--- src/rtl/int8_mac_seq_pkg.sv ---
// rtl/int8_mac_seq_pkg.sv - shared FSM encoding and iteration constants for the int8 MAC
//
// Contents:
//   state_t      : sequencer states IDLE -> MUL -> SIGN -> ACC -> IDLE
//   MUL_ITERS    : shift-add iterations per multiply (one per multiplier bit)
//   ITER_CNT_W   : width of the iteration counter
package int8_mac_seq_pkg;

  typedef enum logic [1:0] {
    IDLE = 2'd0,
    MUL  = 2'd1,
    SIGN = 2'd2,
    ACC  = 2'd3
  } state_t;

  localparam int MUL_ITERS  = 8;
  localparam int ITER_CNT_W = 3;

endpackage

--- src/rtl/cond_neg.sv ---
// rtl/cond_neg.sv - conditional negate with one bit of sign growth
//
// Ports:
//   din  in  W    two's complement value
//   en   in  1    negate when high
//   dout out W+1  en ? -din : din, sign-extended by one bit so -2^(W-1) negates exactly
module cond_neg #(
  parameter int W = 8
) (
  input  logic [W-1:0] din,
  input  logic         en,
  output logic [W:0]   dout
);

  logic [W:0] din_ext;

  assign din_ext = {din[W-1], din};
  assign dout    = en ? (~din_ext + 1'b1) : din_ext;

endmodule

--- src/rtl/neg16.sv ---
// rtl/neg16.sv - 16-bit conditional negate for the product sign fix
//
// Ports:
//   din  in  16  unsigned product magnitude (at most 16384, so never wraps)
//   en   in  1   negate when high
//   dout out 16  en ? -din : din
module neg16 (
  input  logic [15:0] din,
  input  logic        en,
  output logic [15:0] dout
);

  assign dout = en ? (~din + 16'd1) : din;

endmodule

--- src/rtl/int8_mac_seq.sv ---
// rtl/int8_mac_seq.sv - sequential signed 8x8 multiply-accumulate with saturating accumulator
//
// Ports:
//   clk      in   1      rising-edge clock
//   rst_n    in   1      asynchronous active-low reset
//   start    in   1      request one multiply-accumulate of in_a*in_b (taken only when ready)
//   ready    out  1      high in IDLE
//   in_a     in   8      signed multiplicand
//   in_b     in   8      signed multiplier
//   acc_clr  in   1      clear acc and sat (IDLE only; applied before a same-cycle start)
//   acc      out  ACC_W  signed running sum of products
//   prod     out  16     signed product of the last completed operation
//   done     out  1      one-cycle pulse after acc has been updated
//   sat      out  1      sticky saturation flag
module int8_mac_seq
  import int8_mac_seq_pkg::*;
#(
  parameter int ACC_W = 24
) (
  input  logic             clk,
  input  logic             rst_n,
  input  logic             start,
  output logic             ready,
  input  logic [7:0]       in_a,
  input  logic [7:0]       in_b,
  input  logic             acc_clr,
  output logic [ACC_W-1:0] acc,
  output logic [15:0]      prod,
  output logic             done,
  output logic             sat
);

  localparam logic [ITER_CNT_W-1:0] LAST_ITER = ITER_CNT_W'(MUL_ITERS - 1);

  state_t                  state;
  logic [ITER_CNT_W-1:0]   cnt;
  logic [15:0]             mcand;
  logic [8:0]              mplier;
  logic [15:0]             mag_p;
  logic                    sign;

  logic [8:0]              abs_a;
  logic [8:0]              abs_b;
  logic [15:0]             prod_fix;

  logic [ACC_W:0]          sum_ext;
  logic                    sum_ovf;
  logic [ACC_W-1:0]        acc_next;

  // Operand magnitudes: 9 bits so that -128 becomes +128 exactly.
  cond_neg #(.W(8)) u_abs_a (
    .din  (in_a),
    .en   (in_a[7]),
    .dout (abs_a)
  );

  cond_neg #(.W(8)) u_abs_b (
    .din  (in_b),
    .en   (in_b[7]),
    .dout (abs_b)
  );

  neg16 u_prod_sign (
    .din  (mag_p),
    .en   (sign),
    .dout (prod_fix)
  );

  // Saturating add: one guard bit; overflow when the top two sum bits disagree,
  // and the guard bit then gives the true sign of the clamp direction.
  assign sum_ext  = {acc[ACC_W-1], acc} + {{(ACC_W + 1 - 16){prod[15]}}, prod};
  assign sum_ovf  = sum_ext[ACC_W] ^ sum_ext[ACC_W-1];
  assign acc_next = sum_ovf ? (sum_ext[ACC_W] ? {1'b1, {(ACC_W-1){1'b0}}}
                                              : {1'b0, {(ACC_W-1){1'b1}}})
                            : sum_ext[ACC_W-1:0];

  assign ready = (state == IDLE);

  always_ff @(posedge clk or negedge rst_n) begin
    if (!rst_n) begin
      state  <= IDLE;
      cnt    <= '0;
      mcand  <= '0;
      mplier <= '0;
      mag_p  <= '0;
      sign   <= 1'b0;
      prod   <= '0;
      acc    <= '0;
      sat    <= 1'b0;
      done   <= 1'b0;
    end else begin
      done <= 1'b0;
      case (state)
        IDLE: begin
          if (acc_clr) begin
            acc <= '0;
            sat <= 1'b0;
          end
          if (start) begin
            mcand  <= {7'd0, abs_a};
            mplier <= abs_b;
            sign   <= in_a[7] ^ in_b[7];
            mag_p  <= '0;
            cnt    <= '0;
            state  <= MUL;
          end
        end
        MUL: begin
          // One multiplier bit per cycle, LSB first; multiplicand shifts up in step.
          if (mplier[0]) begin
            mag_p <= mag_p + mcand;
          end
          mcand  <= mcand << 1;
          mplier <= mplier >> 1;
          if (cnt == LAST_ITER) begin
            cnt   <= '0;
            state <= SIGN;
          end else begin
            cnt <= cnt + 1'b1;
          end
        end
        SIGN: begin
          prod  <= prod_fix;
          state <= ACC;
        end
        ACC: begin
          acc <= acc_next;
          if (sum_ovf) begin
            sat <= 1'b1;
          end
          done  <= 1'b1;
          state <= IDLE;
        end
        default: begin
          state <= IDLE;
        end
      endcase
    end
  end

endmodule

--- config.mk ---
export PLATFORM = sky130hd
export DESIGN_NAME = int8_mac_seq
export DESIGN_NICKNAME = d
export VERILOG_FILES = /design/src/rtl/int8_mac_seq_pkg.sv /design/src/rtl/cond_neg.sv /design/src/rtl/neg16.sv /design/src/rtl/int8_mac_seq.sv
export SDC_FILE = /design/constraint.sdc
export NUM_CORES = 1
export LEC_CHECK = 0
export CORE_MARGIN = 5
export CORE_UTILIZATION = 28
export DETAILED_ROUTE_END_ITERATION = 10
export PLACE_DENSITY = 0.5
export SYNTH_ARGS = -nofsm -noshare
export SYNTH_HDL_FRONTEND = slang
export SYNTH_SLANG_ARGS = --single-unit
--- constraint.sdc ---
create_clock -name clk -period 5.8 [get_ports clk]
set_input_delay 0.87 -clock clk [delete_from_list [all_inputs] [get_ports clk]]
set_output_delay 0.87 -clock clk [all_outputs]
set_load 0.03 [all_outputs]
==> results of run 1 <==
area by class of cell:
cell class                 count  area [um2]
clock inverter                 6         115
fill                        2206       13800
inverter                      18        67.6
multi-input combinational    550        3630
sequential                    89        2230
clock buffer                  10         229
timing repair buffer          67         656
tap                          275         344
registers in the layout, summed over array words and instances (netlist names):
signal,flops
acc,24
mag_p,16
mcand,16
prod,16
mplier,9
cnt,3
state,2
done,1
sat,1
sign,1
worst register-to-register path, stage by stage (launching register included):
cell,delay (ps)
dfrtp_1,380
ha_1,220
fa_1,230
a21o_1,140
nand3_1,100
a21o_1,240
o31a_1,330
o2111a_1,260
a311o_2,440
xnor2_2,880
o21ai_1,190
nand2_1,110
stage by stage:
step | utilization [%] | hold WS (ps) | cell area (um2)
after floorplan | - | 450 | 6030
after global placement | 32.8 | 462 | 6920
after detailed placement | 32.8 | 470 | 6920
after CTS | 34.4 | 486 | 7260
after global routing | 34.4 | 506 | 7260
final | 34.4 | 474 | 7260
layer usage:
layer | up-vias | global-route usage (%) | wire (um)
li1 | 2544 | - | -
met1 | 2267 | 14.9 | 6730
met2 | 48 | 22.8 | 7470
met3 | 8 | 2.82 | 380
met4 | 0 | 2.15 | 97
met5 | - | 0 | 0
kinds of logic (layout without fill, tap and decap cells):
| logic type | after synthesis | after routing | synth area share, % |
|---|---|---|---|
| xor gates and xnor gates | 59 | 59 | 9.01 |
| DFF | 89 | 89 | 37.0 |
| adders and majority gates | 50 | 50 | 10.6 |
| and+or+nand+nor | 225 | 225 | 16.5 |
| AOI/OAI and AO/OA | 207 | 207 | 22.2 |
| buffers and inverters | 47 | 101 | 3.14 |
| muxes | 9 | 9 | 1.52 |
cell usage in the layout (no fill, tap or decap), types with 2 or more instances in the layout:
master and n:
a211o_1 2, clkdlybuf4s50_1 61, fa_1 2, bufinv_16 3
a21boi_0 4, xor2_1 34, o31ai_1 12, o21a_1 4
a31oi_1 7, o211ai_1 4, nor4_1 2, or2_2 2
nand3_1 10, xnor2_1 23, o21ai_0 42, clkbuf_16 9
o21bai_1 2, ha_1 48, or3_1 7, and2_1 2
inv_1 18, a21o_1 10, nand2b_1 4, buf_4 6
a22o_1 13, mux2i_1 6, nor3_1 12, nor2_1 57
nand3b_1 2, dfrtp_1 89, o21ai_1 25, nor2b_1 7
and3_1 4, or4_1 2, a211oi_1 5, nand2_1 108
a21oi_1 56, a31o_2 2
path summary, 6_finish.rpt:
kind	start	endpoint	cells past startpoint
max	prod[0]	acc[6]	11
max in group asynchronous	rst_n	mag_p[15]	2
min in group clk	mplier[1]	mplier[1]	2
min	rst_n	acc[3]	1
min reg2reg	mplier[1]	mplier[1]	2
max reg2reg	prod[0]	acc[6]	11
==> reports/qor.txt, run 1 <==
Fin crit share: 61.7%
Layout cell share with drive strength beyond 1: 5.41%
Setup_tns: 0 ps
Tightest Pin Transition: 1090 ps
Cell variety after synth: 66
Worst path required time: 6080 ps
Die H: 157 um
CTS Buf Count: 9
CP Buf/Inv Count: 0
CTS clk-pin slew, worst paths: 70 ps
Yosys warns: 0
Worst rel slew slack: 26.9%
Mean Syn Cell Area: 8.78 um2
DP HPWL: 11300 um
Most common cell on crit path: a21o_1
Final ANT Viol Nets: 0
Critical path's slowest cell: xnor2_2
Hold Path Class: in -> async
Starting Density: 28.6%
Die area: 24600 um2
Initial antenna violation count: 0
CTS tree: built
# resized after CTS: 0
Max stage delay on crit path: 880 ps
H-tree depth: 3
Final clock skew: 8.96 ps
Crit Path Category: reg -> reg
Drt initial violations: 202
Largest net degree at the start of global routing: 55
Die X: 157 um
CTS sink count: 89
# rows: 53
Total GRT Usage: 12.4%
Flop-to-flop setup slack: 2220 ps
Synth area leader: dfrtp_1
Number of flops mapped to enable cells by yosys: 0
Final worst path period need: 3580 ps
Total gr overflow: 0
Via/cell ratio: 4.80
Worst path cell trace: ha_1, fa_1, a21o_1, nand3_1, a21o_1, o31a_1, o2111a_1, a311o_2, xnor2_2, o21ai_1, nand2_1
IO buf count: 62
Hold Buf Count CTS: 0
Final setup violation count: 0
Final max-slew violation count: 0
Most common flop cell mapped by yosys: dfrtp_1
Drt total wl: 14700 um
CTS max path bufs: 2
Antenna Cells: 0
Fraction of registers with async set/reset: 100%
Most area-consuming cells after synthesis: dfrtp_1 37%, ha_1 10%, nand2_1 6.7%, xor2_1 4.9%, a21oi_1 4.7%
Crit path arrival time: 3860 ps
Seq cells post-synth: 89
Non-Filler Instances: 1015
Post-synth net total: 756
Clk root buf: clkbuf_16
Routability cong.: 0.831
Post-synthesis cell area: 6030 um2
DR WL/cell: 14.5 um
Crit path launch type: flip-flop
Core box area: 21100 um2
Worst-skew pair later-pin latency: 340 ps
Most common cell in the synthesized netlist: nand2_1
First-pass GRT wire length: 24800 um
Post-Synthesis Cells: 686
Final WS setup: 2220 ps
Drt first pass iters: 4
CP endpoint kind: flip-flop
Placed insts: 999
CP Max Fanout: 20
Final Hold Viols: 0
DP Worst Slack: 2230 ps
Synth top cells by count: 108 x nand2_1, 89 x dfrtp_1, 57 x nor2_1
Vias in the first global route: 4896
Setup repair bufs after CTS: 0
Area delta synth->final: 20.6%
Nets: 805
Maximum clock rate: 279 MHz
DRC: 0
Unrepaired setup endpoints after global routing: false
Run status: complete, no violations
Sequential element share of the synthesized area: 37.0%
Top Ports: 63
Max_cap viols: 0
CP delay by family, top: compound AO/OA/AOI/OAI gates
Synth top area share: 37.0%
DR vias: 4867
Power of run 1 is not shown: default switching activity piles up to over one toggle a cycle in this logic, so the estimate is an artifact.
==> run 2: changes to the inputs <==
- PLACE_DENSITY: 0.5 -> 0.52
- clock period: 5.8 -> 3.15 ns (I/O delays scaled with it)
==> reports/qor.txt, run 2 (synthesis gave the netlist of run 1 again) <==
Area delta synth->final: 23.5%
Fin crit share: 94.9% (+33 points)
Reg2Reg Capture Point: acc[17]
Core box area: 21100 um2 (unchanged)
Final clock skew: 4.77 ps (-4.18 ps)
CTS max path bufs: 2 (unchanged)
Max_cap viols: 0 (unchanged)
Initial antenna violation count: 0 (unchanged)
Total GRT Usage: 12.7% (+0.29 points)
Hold Buf Count CTS: 0 (unchanged)
H-tree depth: 3 (unchanged)
Final Hold Viols: 0 (unchanged)
Worst rel slew slack: 55.1% (+28 points)
First-pass GRT wire length: 25400 um (+2.6%)
FF-to-FF path depth: 11 (unchanged)
Maximum clock rate: 334 MHz (+20%)
CTS Buf Count: 9 (unchanged)
Layout cell share with drive strength beyond 1: 9.15% (+3.7 points)
CTS clk-pin slew, worst paths: 70 ps (about the same)
Crit Path Category: reg -> reg
Max stage delay on crit path: 410 ps (-470 ps)
Routability cong.: 0.802 (-3.5%)
CP delay by family, top: compound AO/OA/AOI/OAI gates
DR WL/cell: 14.4 um (-0.57%)
Starting Density: 28.6% (unchanged)
Unrepaired setup endpoints after global routing: false
Critical path's slowest cell: a311o_2
Via/cell ratio: 4.78 (-0.36%)
Worst setup startpoint: prod[2]
Top Layer Used: met4
Hold Path Class: in -> async
Antenna Cells: 0 (unchanged)
Most common cell on crit path: a21o_1
Vias in the first global route: 4920 (+0.49%)
Largest net degree at the start of global routing: 53 (-3.6%)
Drt first pass iters: 5 (+1)
IO buf count: 62 (unchanged)
Tightest Pin Transition: 674 ps (-417 ps)
Crit path arrival time: 3220 ps (-640 ps)
Fin area: 7440 um2 (+2.4%)
CP Max Fanout: 11 (-45%)
Setup crit end: acc[17]
Fill count: 2192 (-0.63%)
Run status: complete, no violations
Max reg flops: 24 (unchanged)
Commonest non-fill, non-tap cell in the layout: nand2_1
Drt initial violations: 226 (+12%)
Reg2reg start: prod[2]
Worst path required time: 3380 ps (-2700 ps)
DRC: 0 (unchanged)
Final setup violation count: 0 (unchanged)
Die H: 157 um (unchanged)
Most frequent cells in the layout: 108 x nand2_1, 89 x dfrtp_1, 61 x clkdlybuf4s50_1, 57 x nor2_1, 55 x a21oi_1
Die X: 157 um (unchanged)
CTS tree: built
Area after DPL: 7080 um2 (+2.3%)
CP Buf/Inv Count: 1 (+1)
Met3 wire length: 518 um (+36%)
Worst path cell trace: ha_1, a21o_1, nand3_1, a21o_1, o31a_1, o2111a_1, a311o_2, xnor2_4, buf_4, o21ai_1, nand2_1
DR vias: 4969 (+2.1%)
DP HPWL: 11400 um (+1.6%)
Worst Hold Margin: 155 ps (-319 ps)
Top Ports: 63 (unchanged)
Clk root buf: clkbuf_16
WL met1: 7210 um (+7.2%)
Metal2 WL: 7150 um (-4.3%)
Flop-to-flop setup slack: 160 ps (-2060 ps)
CTS sink count: 89 (unchanged)
Total gr overflow: 0 (unchanged)
Drt total wl: 15000 um (+1.9%)
Die area: 24600 um2 (unchanged)
Crit path launch type: flip-flop
Final worst path period need: 2990 ps (-591 ps)
Final ANT Viol Nets: 0 (unchanged)
Worst-skew pair later-pin latency: 350 ps (about the same)
Nets: 830 (+3.1%)
Largest Register: acc
CP endpoint kind: flip-flop
# rows: 53 (unchanged)
Final max-slew violation count: 0 (unchanged)
Critical path depth: 11 (unchanged)
run 2: cell types whose count changed in the layout (fill, tap and decap cells not counted), sizes merged:
cell / change
buf: +25
inv: -1
clkbuf: +1
bufinv: -2
clkinv: +2
run 2: area by class of cell:
cell class | instances | area [um2] | area share [%]
flip-flops and latches | 89 | 2230 | 29.9
clock inverters | 5 | 56.3 | 0.757
inverters | 18 | 67.6 | 0.908
well taps | 275 | 344 | 4.62
multi-input cells | 550 | 3670 | 49.3
repair buffers | 92 | 847 | 11.4
clock buffers | 11 | 233 | 3.13
run 2: timing repair:
item                                    CTS  global route
resized for setup                         1             8
gates cloned                              0             0
pin swaps                                 0             5
endpoints found under the setup margin    1            21
buffers inserted                          0             4
run 2: per-layer routing:
metal / GRT usage, % / vias to the layer above
li1: - / 2599
met4: 2.89 / 0
met1: 16.9 / 2300
met2: 21.4 / 65
met5: 0 / -
met3: 2.52 / 5
run 2: stage by stage:
stage | instances | setup TNS, ps | utilization (%) | setup WS [ps]
5_1_grt | 1040 | 0 | 35.3 | 14.8
2_1_floorplan | 686 | 0 | - | 105
4_1_cts | 1036 | 0 | 35.0 | 49.2
3_5_place_dp | 1020 | -41.6 | 33.6 | -41.6
6_report | 1040 | 0 | 35.3 | 160
3_3_place_gp | 1020 | 0 | 33.6 | 34.0
run 2: worst min path at each step:
stage | from | to | slack [ps] | depth (start not counted)
after detailed placement | mplier[3] | mplier[3] | 470 | 2
final | rst_n | done | 160 | 1
after global placement | mplier[1] | mplier[1] | 460 | 2
after floorplan | rst_n | acc[0] | 180 | 0
after CTS | rst_n | done | 190 | 1
after global routing | rst_n | done | 230 | 1
Power of run 2 is left out for the same reason.
==> run 3: changes to the inputs <==
- CORE_ASPECT_RATIO: default -> 1.25
- CORE_UTILIZATION: 28 -> 31
- PLACE_DENSITY: 0.52 -> 0.56
- SKIP_CTS_REPAIR_TIMING: default -> 1
==> reports/qor.txt, run 3 (synthesis gave the netlist of run 1 again) <==
Run status: complete, no violations
Final Hold Viols: 0 (unchanged)
Max_cap viols: 0 (unchanged)
Worst path required time: 3380 ps (about the same)
Final worst path period need: 3000 ps (+9.46 ps)
CP Max Fanout: 5 (-6)
Storage cell area: 2230 um2 (unchanged)
Total GRT Usage: 13.5% (+0.74 points)
Crit Path Category: reg -> reg
Most frequent cells in the layout: 108 x nand2_1, 89 x dfrtp_1, 61 x clkdlybuf4s50_1, 57 x nor2_1, 55 x a21oi_1
Nets: 824 (-0.72%)
CTS sink count: 89 (unchanged)
Core box area: 19300 um2 (-8.7%)
Area delta synth->final: 22.2%
Die area: 22300 um2 (-9.0%)
Drt first pass iters: 4 (-1)
H-tree depth: 3 (unchanged)
First-pass GRT wire length: 24900 um (-2.2%)
DRC: 0 (unchanged)
Crit path arrival time: 3230 ps (about the same)
DR WL/cell: 14.4 um (+0.46%)
Starting Density: 31.3% (+2.7 points)
Initial antenna violation count: 0 (unchanged)
Tightest Pin Transition: 728 ps (+53.4 ps)
DR vias: 4960 (-0.18%)
Final max-slew violation count: 0 (unchanged)
Worst-skew pair later-pin latency: 350 ps (about the same)
Die H: 166 um (+5.9%)
Total gr overflow: 0 (unchanged)
Die X: 135 um (-14%)
Vias in the first global route: 5035 (+2.3%)
CTS Buf Count: 9 (unchanged)
Final clock skew: 9.98 ps (+5.20 ps)
Top Ports: 63 (unchanged)
Final setup violation count: 0 (unchanged)
Footprint of the multi-input gates: 3640 um2 (-0.72%)
Fill count: 1986 (-9.4%)
CP endpoint kind: flip-flop
Worst rel slew slack: 51.5% (-3.6 points)
Placed insts: 978 (-4.1%)
CTS tree: built
CTS clk-pin slew, worst paths: 70 ps (about the same)
Largest Register: acc
IO buf count: 62 (unchanged)
CTS max path bufs: 2 (unchanged)
Maximum clock rate: 333 MHz (-0.32%)
Max reg flops: 24 (unchanged)
Routability cong.: 0.842 (+5.0%)
Drt initial violations: 232 (+2.7%)
Layout cell share with drive strength beyond 1: 8.17% (-0.98 points)
Crit path launch type: flip-flop
Fin crit share: 95.2% (+0.30 points)
# rows: 57 (+7.5%)
Non-Filler Instances: 995 (-4.3%)
DP HPWL: 11100 um (-3.3%)
Hold Path Class: in -> async
Via/cell ratio: 4.98 (+4.3%)
DP Worst Slack: 48.2 ps (+89.8 ps)
Antenna Cells: 0 (unchanged)
Final WS setup: 150 ps (-9.46 ps)
Clk root buf: clkbuf_16
Final ANT Viol Nets: 0 (unchanged)
Largest net degree at the start of global routing: 54 (+1.9%)
Commonest non-fill, non-tap cell in the layout: nand2_1
Drt total wl: 14400 um (-3.9%)
## run 3: cell count changes in the layout (fill, tap and decap cells not counted), sizes merged
cell,previous run,this run
buf,31,25
clkbuf,11,14
clkinv,3,1
clkinvlp,1,0
## run 3: metal layers
layer	GRT usage [%]	wire length (um)	vias up	share of wire (%)
met2	23.5	7200	64	50
met1	16.9	6510	2300	45
met4	3.59	202	0	1.4
li1	-	-	2579	-
met3	2.64	459	17	3.2
met5	0	0	-	0
## run 3: worst max-delay path: stages, from the launching register on
cell      delay [ps]
dfrtp_1          420
ha_2             400
o211ai_1         130
o21a_1           240
or4_4            530
a21oi_2          170
nor2_1            70
a211o_1          310
and3_1           190
o41ai_2          340
nand2_1           80
## run 3: layout make-up
type / count / share of cell area [%]
clock inverter: 2 / 0.476
timing repair buffer: 86 / 11.2
sequential: 89 / 30.2
clock buffer: 14 / 3.72
inverter: 18 / 0.917
multi-input combinational: 550 / 49.4
tap: 236 / 4.01
## run 3: per-stage QoR
step / hold slack [ps] / TNS (ps) / instance area [um2] / utilization (%)
2_1_floorplan: 177 / 0 / 6030 / -
3_3_place_gp: 468 / 0 / 7030 / 36.5
3_5_place_dp: 477 / 0 / 7030 / 36.5
4_1_cts: 205 / 0 / 7340 / 38.1
5_1_grt: 240 / -38.7 / 7370 / 38.3
6_report: 179 / 0 / 7370 / 38.3
## run 3: final timing paths
path	startpoint	end	slack, ps	cells after the start
worst max-delay path	prod[4]	acc[21]	150	10
worst min-delay path	rst_n	acc[23]	180	1
worst max register to register	prod[4]	acc[21]	150	10
worst min register to register	mplier[1]	mplier[1]	480	2
max in group asynchronous	rst_n	prod[13]	2300	2
min in group clk	mplier[1]	mplier[1]	480	2
Power of run 3 is left out for the same reason.
